`config.mk`:
```
export PLATFORM = sky130hd
export DESIGN_NAME = adder_16
export DESIGN_NICKNAME = d
export VERILOG_FILES = /design/src/rtl/adder_16.sv
export SDC_FILE = /design/constraint.sdc
export NUM_CORES = 1
export LEC_CHECK = 0
export CAP_MARGIN = 0
export CORE_MARGIN = 5
export CORE_UTILIZATION = 52
export DETAILED_ROUTE_END_ITERATION = 8
export PLACE_DENSITY = 0.91
export SLEW_MARGIN = 20
export SYNTH_ARGS = -nofsm -noshare
export SYNTH_HDL_FRONTEND = slang
export SYNTH_SLANG_ARGS = --single-unit
```
`constraint.sdc`:
```
create_clock -name clk -period 11.2 [get_ports clk]
set_clock_uncertainty 0.2 [all_clocks]
set_input_delay 2.24 -clock clk [delete_from_list [all_inputs] [get_ports clk]]
set_output_delay 2.24 -clock clk [all_outputs]
set_load 0.02 [all_outputs]
```
`src/rtl/adder_16.sv`:
```
// Registered 16-bit two-level carry-lookahead adder/subtractor with signed saturation
// and a packed 4x4-bit lane mode (wrap or saturate). One cycle of latency.
module adder_16 (
  input  logic        clk,
  input  logic        rst,
  input  logic [15:0] a,
  input  logic [15:0] b,
  input  logic [1:0]  mode,
  output logic [15:0] sum,
  output logic [3:0]  c,
  output logic        ov
);

  localparam int DATA_W = 16;
  localparam int GRP_W  = 4;
  localparam int GRPS   = DATA_W / GRP_W;

  localparam logic [1:0] MODE_SSUB = 2'b01;
  localparam logic [1:0] MODE_LSAT = 2'b11;

  // 4-bit lookahead block: returns {carry_out, sum}
  function automatic logic [GRP_W:0] cla4(input logic [GRP_W-1:0] x,
                                          input logic [GRP_W-1:0] y,
                                          input logic             ci);
    logic [GRP_W-1:0] g;
    logic [GRP_W-1:0] p;
    logic [GRP_W:0]   cc;
    g     = x & y;
    p     = x ^ y;
    cc[0] = ci;
    cc[1] = g[0] | (p[0] & ci);
    cc[2] = g[1] | (p[1] & g[0]) | (p[1] & p[0] & ci);
    cc[3] = g[2] | (p[2] & g[1]) | (p[2] & p[1] & g[0]) | (p[2] & p[1] & p[0] & ci);
    cc[4] = g[3] | (p[3] & g[2]) | (p[3] & p[2] & g[1]) | (p[3] & p[2] & p[1] & g[0])
          | (&p & ci);
    return {cc[4], p ^ cc[GRP_W-1:0]};
  endfunction

  function automatic logic grp_g(input logic [GRP_W-1:0] x, input logic [GRP_W-1:0] y);
    logic [GRP_W-1:0] g;
    logic [GRP_W-1:0] p;
    g = x & y;
    p = x ^ y;
    return g[3] | (p[3] & g[2]) | (p[3] & p[2] & g[1]) | (p[3] & p[2] & p[1] & g[0]);
  endfunction

  function automatic logic grp_p(input logic [GRP_W-1:0] x, input logic [GRP_W-1:0] y);
    return &(x ^ y);
  endfunction

  // Signed overflow from sign bits only: equal operand signs, different result sign.
  function automatic logic ovf_pos(input logic sx, input logic sy, input logic sr);
    return ~sx & ~sy & sr;
  endfunction

  function automatic logic ovf_neg(input logic sx, input logic sy, input logic sr);
    return sx & sy & ~sr;
  endfunction

  // Returns {ov, clamped 16-bit result}
  function automatic logic [DATA_W:0] sat16(input logic sx, input logic sy,
                                            input logic [DATA_W-1:0] r);
    if (ovf_pos(sx, sy, r[DATA_W-1]))      return {1'b1, 16'h7FFF};
    else if (ovf_neg(sx, sy, r[DATA_W-1])) return {1'b1, 16'h8000};
    else                                   return {1'b0, r};
  endfunction

  // Returns {ov, lane result}; clamps only when sat is set
  function automatic logic [GRP_W:0] sat4(input logic sx, input logic sy,
                                          input logic [GRP_W-1:0] r, input logic sat);
    logic pos;
    logic neg;
    pos = ovf_pos(sx, sy, r[GRP_W-1]);
    neg = ovf_neg(sx, sy, r[GRP_W-1]);
    if (sat && pos)      return {1'b1, 4'h7};
    else if (sat && neg) return {1'b1, 4'h8};
    else                 return {pos | neg, r};
  endfunction

  logic signed [DATA_W-1:0] a_p0;
  logic signed [DATA_W-1:0] b_p0;
  logic                     sub_p0;
  logic                     lane_p0;
  logic                     lsat_p0;
  logic [GRPS-1:0]          gg_p0;
  logic [GRPS-1:0]          gp_p0;
  logic [GRPS-1:0]          gcin_p0;
  logic [GRPS-1:0]          gcout_p0;
  logic [DATA_W-1:0]        raw_p0;
  logic [DATA_W-1:0]        res_p0;
  logic                     ov_p0;

  logic [DATA_W-1:0]        sum_p1;
  logic [GRPS-1:0]          c_p1;
  logic                     ov_p1;

  // Stage p0: operand conditioning, lookahead network, saturation
  always_comb begin
    sub_p0  = (mode == MODE_SSUB);
    lane_p0 = mode[1];
    lsat_p0 = (mode == MODE_LSAT);
    a_p0    = a;
    b_p0    = sub_p0 ? ~b : b;
  end

  for (genvar k = 0; k < GRPS; k++) begin : g_grp
    assign gg_p0[k] = grp_g(a_p0[GRP_W*k +: GRP_W], b_p0[GRP_W*k +: GRP_W]);
    assign gp_p0[k] = grp_p(a_p0[GRP_W*k +: GRP_W], b_p0[GRP_W*k +: GRP_W]);
    assign {gcout_p0[k], raw_p0[GRP_W*k +: GRP_W]} =
      cla4(a_p0[GRP_W*k +: GRP_W], b_p0[GRP_W*k +: GRP_W], gcin_p0[k]);
  end

  // Second-level lookahead; lanes are isolated by forcing every group carry-in to 0.
  always_comb begin
    gcin_p0 = '0;
    if (!lane_p0) begin
      gcin_p0[0] = sub_p0;
      gcin_p0[1] = gg_p0[0] | (gp_p0[0] & sub_p0);
      gcin_p0[2] = gg_p0[1] | (gp_p0[1] & gg_p0[0]) | (gp_p0[1] & gp_p0[0] & sub_p0);
      gcin_p0[3] = gg_p0[2] | (gp_p0[2] & gg_p0[1]) | (gp_p0[2] & gp_p0[1] & gg_p0[0])
                 | (gp_p0[2] & gp_p0[1] & gp_p0[0] & sub_p0);
    end
  end

  always_comb begin
    logic [GRP_W:0] lane_r;
    res_p0 = raw_p0;
    ov_p0  = 1'b0;
    lane_r = '0;
    if (lane_p0) begin
      for (int k = 0; k < GRPS; k++) begin
        lane_r = sat4(a_p0[GRP_W*k+GRP_W-1], b_p0[GRP_W*k+GRP_W-1],
                      raw_p0[GRP_W*k +: GRP_W], lsat_p0);
        res_p0[GRP_W*k +: GRP_W] = lane_r[GRP_W-1:0];
        ov_p0 = ov_p0 | lane_r[GRP_W];
      end
    end else begin
      {ov_p0, res_p0} = sat16(a_p0[DATA_W-1], b_p0[DATA_W-1], raw_p0);
    end
  end

  // Stage p1: result registers
  always_ff @(posedge clk) begin
    if (rst) begin
      sum_p1 <= '0;
      c_p1   <= '0;
      ov_p1  <= 1'b0;
    end else begin
      sum_p1 <= res_p0;
      c_p1   <= gcout_p0;
      ov_p1  <= ov_p0;
    end
  end

  assign sum = sum_p1;
  assign c   = c_p1;
  assign ov  = ov_p1;

endmodule

```
; After elaboration in Yosys (flattened, before gate mapping)
; Index checks and enable logic that the tools add are counted.
[word_totals]
register_bits = 21
input_bits = 36
output_inout_bits = 21
word_cells = 198
[op_classes]
n_eq_ne = 2
muxes = 18
bitwise_logic = 163
n_reduce_logical = 12
[op_table]
columns = operator, count
row1 = $and 1x1->1, 85
row2 = $mux 5, 12
row3 = $or 1x1->1, 53
row4 = $mux 17, 2
row5 = $mux 16, 2
row6 = $xor 4x4->4, 8
row7 = $and 4x4->4, 4
row8 = $not 16->16, 1
row9 = $reduce_and 4->1, 4
row10 = $not 1->1, 12
row11 = $logic_and 1x1->1, 8
row12 = $mux 4, 1
row13 = $eq 2x1->1 const B, 1
row14 = $eq 2x2->1 const B, 1
row15 = $mux 1, 1

; Logic depth before layout (Yosys ltp)
; Gate-level depths: netlist of run 1.
[logic_depth]
word_depth = 25
depth_mapped = 14

; Least setup slack after synthesis of run 1
; OpenSTA, ideal clock, no wires.
[synth_path]
path_kind = input-to-reg
start = input port mode[0]
end = register sum_p1[1] (netlist: sum[1])
setup_time_ns = 0.132
t_arrival_ns = 5.406
slack_ns = 5.461
cell_stages = 14
path_cell_list = clkbuf_1 -> nand2_1 -> clkbuf_1 -> xnor2_1 -> ha_1 -> and3b_1 -> buf_6 -> and3_4 -> nor3_2 -> o311a_4 -> or4b_4 -> buf_6 -> o211ai_1 -> a21oi_1
[synth_via]
elab_chain_cells = 20
[synth_rtl]
columns = item, line
row1 = from (decl), 8  ; input logic [1:0] mode,
row2 = $eq 2x1->1, 99  ; sub_p0 = (mode == MODE_SSUB);
row3 = $mux 16, 103  ; b_p0 = sub_p0 ? ~b : b;
row4 = $xor 4x4->4 or $and 4x4->4 (tied branches), "43, 48, 42"
row5 = $and 1x1->1, 44  ; return g[3] | (p[3] & g[2]) | (p[3] & p[2] & g[1]) | (p[3] & p[2] & p[1] & g[0]);
row6 = $or 1x1->1 or $and 1x1->1 (tied branches) (2 in series), 44
row7 = $or 1x1->1, 44
row8 = $and 1x1->1, 120  ; gcin_p0[3] = gg_p0[2] | (gp_p0[2] & gg_p0[1]) | (gp_p0[2] & gp_p0[1] & gg_p0[0])
row9 = $or 1x1->1 (2 in series), 120
row10 = [2 not listed], --
row11 = $and 1x1->1, 33  ; cc[3] = g[2] | (p[2] & g[1]) | (p[2] & p[1] & g[0]) | (p[2] & p[1] & p[0] & ci);
row12 = $or 1x1->1, 33
row13 = $xor 4x4->4, 36  ; return {cc[4], p ^ cc[GRP_W-1:0]};
row14 = $not 1->1, 57  ; return sx & sy & ~sr;
row15 = $and 1x1->1, 57
row16 = $mux 17, 64  ; else if (ovf_neg(sx, sy, r[DATA_W-1])) return {1'b1, 16'h8000};
row17 = $mux 17, 63  ; if (ovf_pos(sx, sy, r[DATA_W-1])) return {1'b1, 16'h7FFF};
row18 = $mux 16 (*), 130  ; if (lane_p0) begin
row19 = to (signal assigned), 149  ; sum_p1 <= res_p0;
row20 = to (decl), 93  ; logic [DATA_W-1:0] sum_p1;
; Mark *: on every way between the ends. The rest lies on a longest branch, timed or not. The select of a mux whose other input is x is not followed.
; A chain may end at the register's enable or synchronous reset.

; Final worst setup path of run 1
[layout_path]
start = input port mode[1]
end = register sum_p1[9] (netlist: sum[9])
[layout_via]
elab_chain_cells = 21
[layout_rtl]
columns = item, line
row1 = $eq 2x1->1, 99
row2 = $mux 16, 103
row3 = $xor 4x4->4 or $and 4x4->4 (tied branches), "43, 48, 42"
row4 = $and 1x1->1, 44
row5 = $or 1x1->1 or $and 1x1->1 (tied branches) (2 in series), 44
row6 = $or 1x1->1, 44
row7 = $and 1x1->1, 119  ; gcin_p0[2] = gg_p0[1] | (gp_p0[1] & gg_p0[0]) | (gp_p0[1] & gp_p0[0] & sub_p0);
row8 = $or 1x1->1 (2 in series), 119
row9 = [3 not listed], --
row10 = $xor 4x4->4, 36
row11 = $not 1->1, 57
row12 = $and 1x1->1, 57
row13 = $logic_and 1x1->1, 76  ; else if (sat && neg) return {1'b1, 4'h8};
row14 = $mux 5, 76
row15 = $mux 5, 75  ; if (sat && pos) return {1'b1, 4'h7};
row16 = $mux 5, 130
row17 = $mux 16 (*), 130
; Marked as above.

==> summary.md, run 1 <==
| Metric | Value |
|---|---|
| Sort of element at the end of the critical path | `register` |
| Largest fanout on the critical path | `26` |
| Setup TNS | `0 ps` |
| Final Cycle Share | `60.6%` |
| Syn Nets | `296` |
| Ys flop type | `sky130_fd_sc_hd__dfxtp_1` |
| Clock slew seen by the registers of the worst setup and hold paths | `70 ps` |
| Post-CTS Hold Buffers | `0` |
| Number of sinks on the clock net | `21` |
| Area used by multi-input combinational logic | `1440 µm²` |
| Post-cts gate resize count | `0` |
| TritonCTS clock tree | `built` |
| DRC violations left | `0` |
| Final Routed Wirelength | `4900 µm` |
| Leading cell types in the layout, fill and taps excluded | `56 x sky130_fd_sc_hd__clkdlybuf4s50_1, 22 x sky130_fd_sc_hd__inv_1, 21 x sky130_fd_sc_hd__dfxtp_1` |
| Count of cell types in the netlist | `slightly above 60` |
| Number of antenna violations at the first check in global routing | `0` |
| Tightest Pin Transition | `828 ps` |
| Worst voltage drop across the vdd grid | `approximately 0.000049 V` |
| Critical path data required time | `11120 ps` |
| Leading post-synthesis cells by cell area | `sky130_fd_sc_hd__dfxtp_1 21%, sky130_fd_sc_hd__ha_1 12%, sky130_fd_sc_hd__xnor2_1 7.9%` |
| Floorplan die width | `72.1 µm` |
| Area of all sequential standard cells | `around 420 µm²` |
| Run status | `finished, final reports clean` |
| Core Region | `3690 µm²` |
| P&R area growth vs syn | `30.0%` |
| Root buffer cell | `sky130_fd_sc_hd__clkbuf_8` |
| Number of enable-type register cells in the synthesized netlist | `0` |
| WL per Instance | `around 15 µm` |
| Final hold vios | `0` |
| Fill cell count | `316` |
| Diodes inserted | `0` |
| Routed Antenna Nets | `0` |
| Yosys top cell area share | `20.9%` |
| Maximum level of the CTS H-tree | `1` |
| Setup crit start kind | `primary input` |
| Combined area of all synthesized cells | `2010 µm²` |
| First-pass GRT wire length | `between 7000 and 8000 µm` |
| Power density normalized to cell area | `119 nW/µm²` |
| Yosys warns | `0` |
| Setup fix buffers added after clock tree synthesis | `0` |
| Final HPWL DP | `roughly 4000 µm` |
| FF+latch count, synth | `21` |
| Largest area contributor in the synthesized netlist | `sky130_fd_sc_hd__dfxtp_1` |
| Type of the tightest min-delay check | `primary input to register` |
| Final critical path time including I/O delays and setup | `6780 ps` |
| Max Slew Vio Count | `0` |
| Unrepaired setup endpoints after global routing | `false` |
| Critical setup path kind | `primary input to register` |
| Nets | `349` |
| Arr. time, crit path | `around 6700 ps` |
| MaxCap Viol Count | `0` |
| Global route overflow | `0` |
| Number of port buffers | `56` |
| Mapped Avg Cell Area | `8.50 µm²` |
| Top-level I/O count | `between 50 and 60` |
| Most common cell after layout, fill and taps aside | `sky130_fd_sc_hd__clkdlybuf4s50_1` |
| Peak Freq | `0.147 GHz` |
| Number of buffers between clock root and the deepest sink | `2` |
| Vias per std cell | `5.75` |
| Slew headroom | `44.7%` |
| Proportion of synthesized flip-flops having asynchronous set or reset | `0%` |
| Via count of the first global-routing pass | `1786` |
| Post-Synthesis Cells | `between 200 and 250` |
| Die Ht | `between 70 and 80 µm` |
| Initial Util | `54.4%` |
| Number of design-rule violations left by the first detailed-router iteration | `between 200 and 250` |
| Post-synthesis sequential area ratio | `roughly a fifth` |
| CTS buffer count | `3` |
| Leak | `1.13 nW` |
| Total global routing track utilization | `18.7%` |
| Floorplan row count | `22` |
| Detailed Routing Iterations Pass 1 | `5` |
| Final Util | `a little over two thirds` |
| RD Place Congestion | `0.964` |
| Die footprint | `5200 µm²` |
| WHS Path Cells | `4` |
| Largest net degree at the start of global routing | `27` |
| Number of setup violations in the final report | `0` |
| Ratio of cells with drive above 1 in the final layout | `5.90%` |
| Via count | `1932` |
==> power breakdown <==
part / internal [W] / switching, W
clock network: 0.0000253 / 0.0000225
registers: 0.0000882 / 0.00000301
logic: 0.0000813 / 0.0000915
total: 0.000195 / 0.000117
==> stage by stage <==
step / instances / hold WS, ps / instance area, µm² / setup WS [ps] / power (W)
final: 336 / 2590 / 2610 / 4420 / 0.000312
after global routing: 336 / 2630 / 2610 / 4050 / 0.000331
after CTS: 336 / 2590 / 2610 / 4440 / 0.000312
after detailed placement: 332 / 2840 / 2560 / 4170 / 0.000264
after global placement: 332 / 2840 / 2560 / 4280 / 0.000259
after floorplan: 236 / 2240 / 2010 / 5460 / 0.000204
==> area by class of cell <==
cell class	count	share of cell area, %
Multi-Input combinational cell	185	55.2
Timing Repair Buffer	56	21.5
Sequential cell	21	16.1
Inverter	22	3.16
Tap cell	48	2.30
Clock buffer	4	1.73
==> cell families after synthesis <==
logic type      synth area share, %
compound gates                 24.4
simple gates                   19.0
buf+inv                        7.23
xor+xnor                       10.5
fa+ha+maj                      16.5
flops                          20.9
mux                            1.50
==> path summary, 6_finish.rpt <==
path / startpoint / to / slack [ps]
setup / recovery: mode[1] / sum[9] / 4420
hold / removal: a[8] / sum[8] / 2590
==> per-layer routing <==
layer / up-vias / global-route usage, % / routed length, µm
met5: - / 0 / 0
met4: 0 / 8.56 / 131
met3: 15 / 1.52 / 485
met2: 95 / 31.0 / 2270
met1: 868 / 24.5 / 2010
li1: 954 / - / -
==> flip-flops by register name, summed over array words and instances (netlist names) <==
signal / flops
ov: 1
sum: 16
c: 4
==> cell usage after synthesis (2+ instances only) <==
cell,n
sky130_fd_sc_hd__buf_6,3
sky130_fd_sc_hd__fa_1,4
sky130_fd_sc_hd__and2_1,3
sky130_fd_sc_hd__o211ai_1,4
sky130_fd_sc_hd__ha_1,20
sky130_fd_sc_hd__o21ai_0,5
sky130_fd_sc_hd__a21o_1,5
sky130_fd_sc_hd__xnor2_1,18
sky130_fd_sc_hd__o22ai_1,2
sky130_fd_sc_hd__a221oi_1,2
sky130_fd_sc_hd__inv_1,22
sky130_fd_sc_hd__a31oi_1,4
sky130_fd_sc_hd__and3b_1,3
sky130_fd_sc_hd__xor2_1,6
sky130_fd_sc_hd__nand3_1,6
sky130_fd_sc_hd__nor3_1,3
sky130_fd_sc_hd__nand2b_1,3
sky130_fd_sc_hd__mux2i_1,3
sky130_fd_sc_hd__a311oi_1,3
sky130_fd_sc_hd__dfxtp_1,21
sky130_fd_sc_hd__o21a_1,2
sky130_fd_sc_hd__nand2_1,14
sky130_fd_sc_hd__nor2_1,12
sky130_fd_sc_hd__clkbuf_1,4
sky130_fd_sc_hd__o221ai_1,2
sky130_fd_sc_hd__or3_1,2
sky130_fd_sc_hd__nor2b_1,5
sky130_fd_sc_hd__a211oi_1,2
sky130_fd_sc_hd__a21oi_1,18
sky130_fd_sc_hd__o21ai_1,4
==> worst max-delay path: stages <==
cell	delay, ps
sky130_fd_sc_hd__clkdlybuf4s50_1	1010
sky130_fd_sc_hd__inv_1	140
sky130_fd_sc_hd__nand2_1	650
sky130_fd_sc_hd__xnor2_1	220
sky130_fd_sc_hd__inv_1	70
sky130_fd_sc_hd__ha_1	400
sky130_fd_sc_hd__and4_1	250
sky130_fd_sc_hd__o211a_1	200
sky130_fd_sc_hd__nor3_2	90
sky130_fd_sc_hd__o311a_4	400
sky130_fd_sc_hd__or4b_4	610
sky130_fd_sc_hd__o221ai_1	310
sky130_fd_sc_hd__o22ai_1	110
No activity file was read; power rests on OpenSTA's default activity.
==> run 2: changes to the inputs <==
Settings changed: CORE_UTILIZATION 52 to 44, PLACE_DENSITY 0.91 to 0.83.
Clock period 11.2 ns to 5.95 ns, I/O delays scaled along.
==> summary.md, run 2 (synthesis gave the netlist of run 1 again) <==
| Metric | Value |
|---|---|
| Run status | `finished, final reports clean` |
| Final hold vios | `0` |
| Via count | `between 1500 and 2000` |
| Via count of the first global-routing pass | `1844` |
| Floorplan row count | `24` |
| Sort of element at the end of the critical path | `register` |
| Slew headroom | `between 50% and 60%` |
| P&R area growth vs syn | `31.0%` |
| Top-level I/O count | `57` |
| Root buffer cell | `sky130_fd_sc_hd__clkbuf_8` |
| CTS buffer count | `3` |
| Core Region | `about 4400 µm²` |
| Post-CTS Hold Buffers | `0` |
| Post-cts gate resize count | `0` |
| First-pass GRT wire length | `8340 µm` |
| Final Routed Wirelength | `between 4000 and 5000 µm` |
| Type of the tightest min-delay check | `primary input to register` |
| Number of antenna violations at the first check in global routing | `0` |
| Floorplan die width | `77.5 µm` |
| Setup crit start kind | `primary input` |
| Arr. time, crit path | `5020 ps` |
| Number of non-filler instances in the completed layout | `342` |
| Ratio of cells with drive above 1 in the final layout | `6.55%` |
| Count of placed standard cells including taps | `338` |
| Total power draw | `0.000592 W` |
| Peak Freq | `roughly 0.20 GHz` |
| Die footprint | `around 6000 µm²` |
| Diodes inserted | `0` |
| Net switching power | `0.000224 W` |
| RD Place Congestion | `0.954` |
| Hold Path Origin | `a[4]` |
| Global route overflow | `0` |
| Detailed Routing Iterations Pass 1 | `4` |
| Final Cycle Share | `85.7%` |
| Worst voltage drop across the vdd grid | `0.000106 V` |
| Number of buffers between clock root and the deepest sink | `2` |
| Final critical path time including I/O delays and setup | `5100 ps` |
| Largest fanout on the critical path | `13` |
| Number of flip-flops in the largest register | `16` |
| WL per Instance | `~14 µm` |
| WHS Path Cells | `4` |
| Portion of total power attributed to the clock network | `15.7%` |
| Die Ht | `77.5 µm` |
| Nets | `351` |
| Unrepaired setup endpoints after global routing | `false` |
| Initial Util | `around 46%` |
| Setup fix buffers added after clock tree synthesis | `0` |
| Most common cell after layout, fill and taps aside | `sky130_fd_sc_hd__clkdlybuf4s50_1` |
| Number of sinks on the clock net | `21` |
| Total global routing track utilization | `between 10% and 20%` |
| Final hold slack | `1510 ps` |
| Power density normalized to cell area | `225 nW/µm²` |
| Sequential share of power | `between 20% and 30%` |
| Final instance area | `2630 µm²` |
| Critical setup path kind | `primary input to register` |
| Leading cell types in the layout, fill and taps excluded | `56 x sky130_fd_sc_hd__clkdlybuf4s50_1, 22 x sky130_fd_sc_hd__inv_1, 21 x sky130_fd_sc_hd__dfxtp_1` |
| Vias per std cell | `about 5.6` |
| Clock slew seen by the registers of the worst setup and hold paths | `80 ps` |
| Maximum level of the CTS H-tree | `1` |
| Comb pwr share | `55.2%` |
| Tightest Pin Transition | `698 ps` |
| Final HPWL DP | `around 4000 µm` |
| MaxCap Viol Count | `0` |
| Hold worst-path end | `sum[4]` |
| Int Pwr | `0.000368 W` |
| Routed Antenna Nets | `0` |
| Critical path data required time | `5870 ps` |
| TritonCTS clock tree | `built` |
| Setup TNS | `0 ps` |
| Fraction of power spent switching nets | `37.8%` |
| DP Area | `2580 µm²` |
| Number of design-rule violations left by the first detailed-router iteration | `150` |
| DRC violations left | `0` |
| Largest net degree at the start of global routing | `26` |
| Leak | `1.14 nW` |
| Number of setup violations in the final report | `0` |
| Number of port buffers | `56` |
| Max Slew Vio Count | `0` |
run 2: cell count changes in the layout (fill, tap and decap cells not counted):
| cell | change |
|---|---|
| sky130_fd_sc_hd__buf_4 | +2 |
run 2: per-layer routing:
layer / vias to the layer above / routed length [µm] / GRT usage (%)
met5: - / 0 / 0
met4: 0 / 48 / 4.64
met3: 6 / 295 / 1.39
met2: 59 / 2380 / 28.6
met1: 877 / 2190 / 21.6
li1: 964 / - / -
run 2: stage by stage:
stage               utilization (%)  setup WS [ps]
detailed placement             59.0            603
global route                   60.0            562
global placement               59.0            725
CTS                            60.0            875
finish                         60.0            851
floorplan                         -           1260
run 2: critical path, cell delays in order:
cell and delay, ps:
sky130_fd_sc_hd__clkdlybuf4s50_1 700, sky130_fd_sc_hd__nand2_1 340, sky130_fd_sc_hd__buf_4 310, sky130_fd_sc_hd__xnor2_1 230
sky130_fd_sc_hd__ha_1 270, sky130_fd_sc_hd__and4b_1 240, sky130_fd_sc_hd__o211a_1 270, sky130_fd_sc_hd__o21ai_0 220
sky130_fd_sc_hd__a311oi_1 180, sky130_fd_sc_hd__or4b_4 660, sky130_fd_sc_hd__o221ai_1 300, sky130_fd_sc_hd__o22ai_1 100
run 2: power by group through the flow:
stage,Clock [W],Combinational [W],Sequential [W]
after floorplan,0,0.000176,0.000208
after global placement,0,0.000319,0.000175
after detailed placement,0,0.000324,0.000175
after CTS,0.0000946,0.000326,0.000172
after global routing,0.0000984,0.000358,0.000174
final,0.0000931,0.000327,0.000172
run 2: worst max path at each step:
stage | start | to | slack [ps] | cells after the start
final | mode[0] | sum[5] | 850 | 12
after global routing | mode[0] | sum[5] | 560 | 12
after CTS | mode[0] | sum[5] | 880 | 12
after global placement | mode[0] | sum[5] | 730 | 12
after floorplan | mode[0] | sum[1] | 1260 | 14
after detailed placement | mode[0] | sum[5] | 600 | 12
run 2: area by class of cell:
type,count,area [µm²]
Clock buffer,4,45.0
Fill cell,425,1750
Inverter,22,82.6
Multi-Input combinational cell,185,1440
Sequential cell,21,420
Tap cell,52,65.1
Timing Repair Buffer,58,576
==> run 3: changes to the inputs <==
Settings changed: PLACE_DENSITY 0.83 to 0.81.
==> summary.md, run 3 (synthesis gave the netlist of run 1 again) <==
| Metric | Value |
|---|---|
| Final hold vios | `0` |
| Final Routed Wirelength | `4880 µm` |
| CTS buffer count | `3` |
| Ratio of cells with drive above 1 in the final layout | `6.87%` |
| Critical setup path kind | `primary input to register` |
| Most common cell after layout, fill and taps aside | `sky130_fd_sc_hd__clkdlybuf4s50_1` |
| Initial Util | `45.8%` |
| M3 GR Usage | `0.926%` |
| CP cell instances | `clkdlybuf4s50_1, nand2_1, buf_4, xnor2_1, ha_1, and4b_1, o211a_1, nor3_2, o311a_4, or4b_4, o221ai_1, o22ai_1` |
| Met2 Usage GRT | `27.8%` |
| Tightest Pin Transition | `roughly 690 ps` |
| Post-cts gate resize count | `0` |
| Peak Freq | `0.206 GHz` |
| Floorplan row count | `24` |
| Vias per std cell | `5.39` |
| Arr. time, crit path | `between 4000 and 5000 ps` |
| P&R area growth vs syn | `31.4%` |
| Clock slew seen by the registers of the worst setup and hold paths | `approximately 70 ps` |
| DRC violations left | `0` |
| WHS Path Cells | `4` |
| DP Area | `2590 µm²` |
| Number of flip-flops in the largest register | `16` |
| Die footprint | `6010 µm²` |
| Die Ht | `77.5 µm` |
| Via count of the first global-routing pass | `1823` |
| Gr busiest metal | `met2` |
| Floorplan die width | `77.5 µm` |
| RD Place Congestion | `0.928` |
| Number of port buffers | `between 50 and 60` |
| Leak | `1.15 nW` |
| Slowest cell delay on critical path | `620 ps` |
| Leading cell types in the layout, fill and taps excluded | `56 x sky130_fd_sc_hd__clkdlybuf4s50_1, 22 x sky130_fd_sc_hd__inv_1, 21 x sky130_fd_sc_hd__dfxtp_1` |
| Root buffer cell | `sky130_fd_sc_hd__clkbuf_8` |
| Number of setup violations in the final report | `0` |
| Setup fix buffers added after clock tree synthesis | `0` |
| Run status | `finished, final reports clean` |
| Unrepaired setup endpoints after global routing | `false` |
| Core Region | `4380 µm²` |
| Count of placed standard cells including taps | `roughly 340` |
| Setup TNS | `0 ps` |
| Worst voltage drop across the vdd grid | `slightly above 0.00008 V` |
| Global route overflow | `0` |
| Number of sinks on the clock net | `21` |
| Crit path max-delay cell type | `sky130_fd_sc_hd__or4b_4` |
| Sort of element at the end of the critical path | `register` |
| Via count | `1849` |
| First-pass GRT wire length | `8270 µm` |
| Number of buffers between clock root and the deepest sink | `2` |
| Type of the tightest min-delay check | `primary input to register` |
| Number of design-rule violations left by the first detailed-router iteration | `roughly 170` |
| Total global routing track utilization | `roughly 16%` |
| WL per Instance | `14.2 µm` |
| Met1 usage in global routing | `21.8%` |
| Nets | `352` |
| Post-CTS Hold Buffers | `0` |
| TritonCTS clock tree | `built` |
| Worst slack, placed | `839 ps` |
| Max Slew Vio Count | `0` |
| Diodes inserted | `0` |
| Final Cycle Share | `81.8%` |
| Largest net degree at the start of global routing | `26` |
| Number of antenna violations at the first check in global routing | `0` |
| Final Util | `roughly 60%` |
| Routed Antenna Nets | `0` |
| Critical path data required time | `5870 ps` |
| Final WS setup | `1080 ps` |
| Number of non-filler instances in the completed layout | `343` |
| Final instance area | `2640 µm²` |
| Maximum level of the CTS H-tree | `1` |
| Largest fanout on the critical path | `13` |
| Final HPWL DP | `roughly 4000 µm` |
| MaxCap Viol Count | `0` |
| Top-level I/O count | `57` |
| Slew headroom | `54.0%` |
| Detailed Routing Iterations Pass 1 | `4` |
| Setup crit start kind | `primary input` |
| Power density normalized to cell area | `224 nW/µm²` |
| Final critical path time including I/O delays and setup | `4870 ps` |
[run 3: cell count changes in the layout (fill, tap and decap cells not counted), sizes merged]
| cell | previous run | this run |
|---|---|---|
| buf | 2 | 3 |
[run 3: where the power goes]
group | internal, W | switching, W
clock | 0.0000477 | 0.0000440
combinational | 0.000155 | 0.000172
sequential | 0.000166 | 0.00000584
total | 0.000368 | 0.000222
[run 3: area by class of cell]
class	instances	area, µm²
multi-input combinational	185	1440
inverter	22	82.6
tap	52	65.1
sequential	21	420
fill	410	1750
timing repair buffer	59	583
clock buffer	4	45.0
[run 3: routing by layer]
layer	up-vias	part of all wire, %
li1	960	-
met1	836	47
met2	49	47
met3	4	4.0
met4	0	1.4
met5	-	0
[run 3: worst max-delay path, delay by kind of cell]
kind,cells,cell delay [ps]
AOI/OAI and AO/OA,4,1050
xor gates and xnor gates,1,140
adders and majority gates,1,320
buffers and inverters,2,810
and+or+nand+nor,4,1300
[run 3: metrics by stage]
stage	total power (W)	hold WS, ps
finish	0.000590	1520
global route	0.000632	1550
CTS	0.000590	1520
detailed placement	0.000499	1790
global placement	0.000495	1790
floorplan	0.000385	1190
[run 3: path summary, 6_finish.rpt]
check / from / end / slack (ps)
hold / removal: a[8] / sum[8] / 1520
setup / recovery: mode[0] / sum[9] / 1080
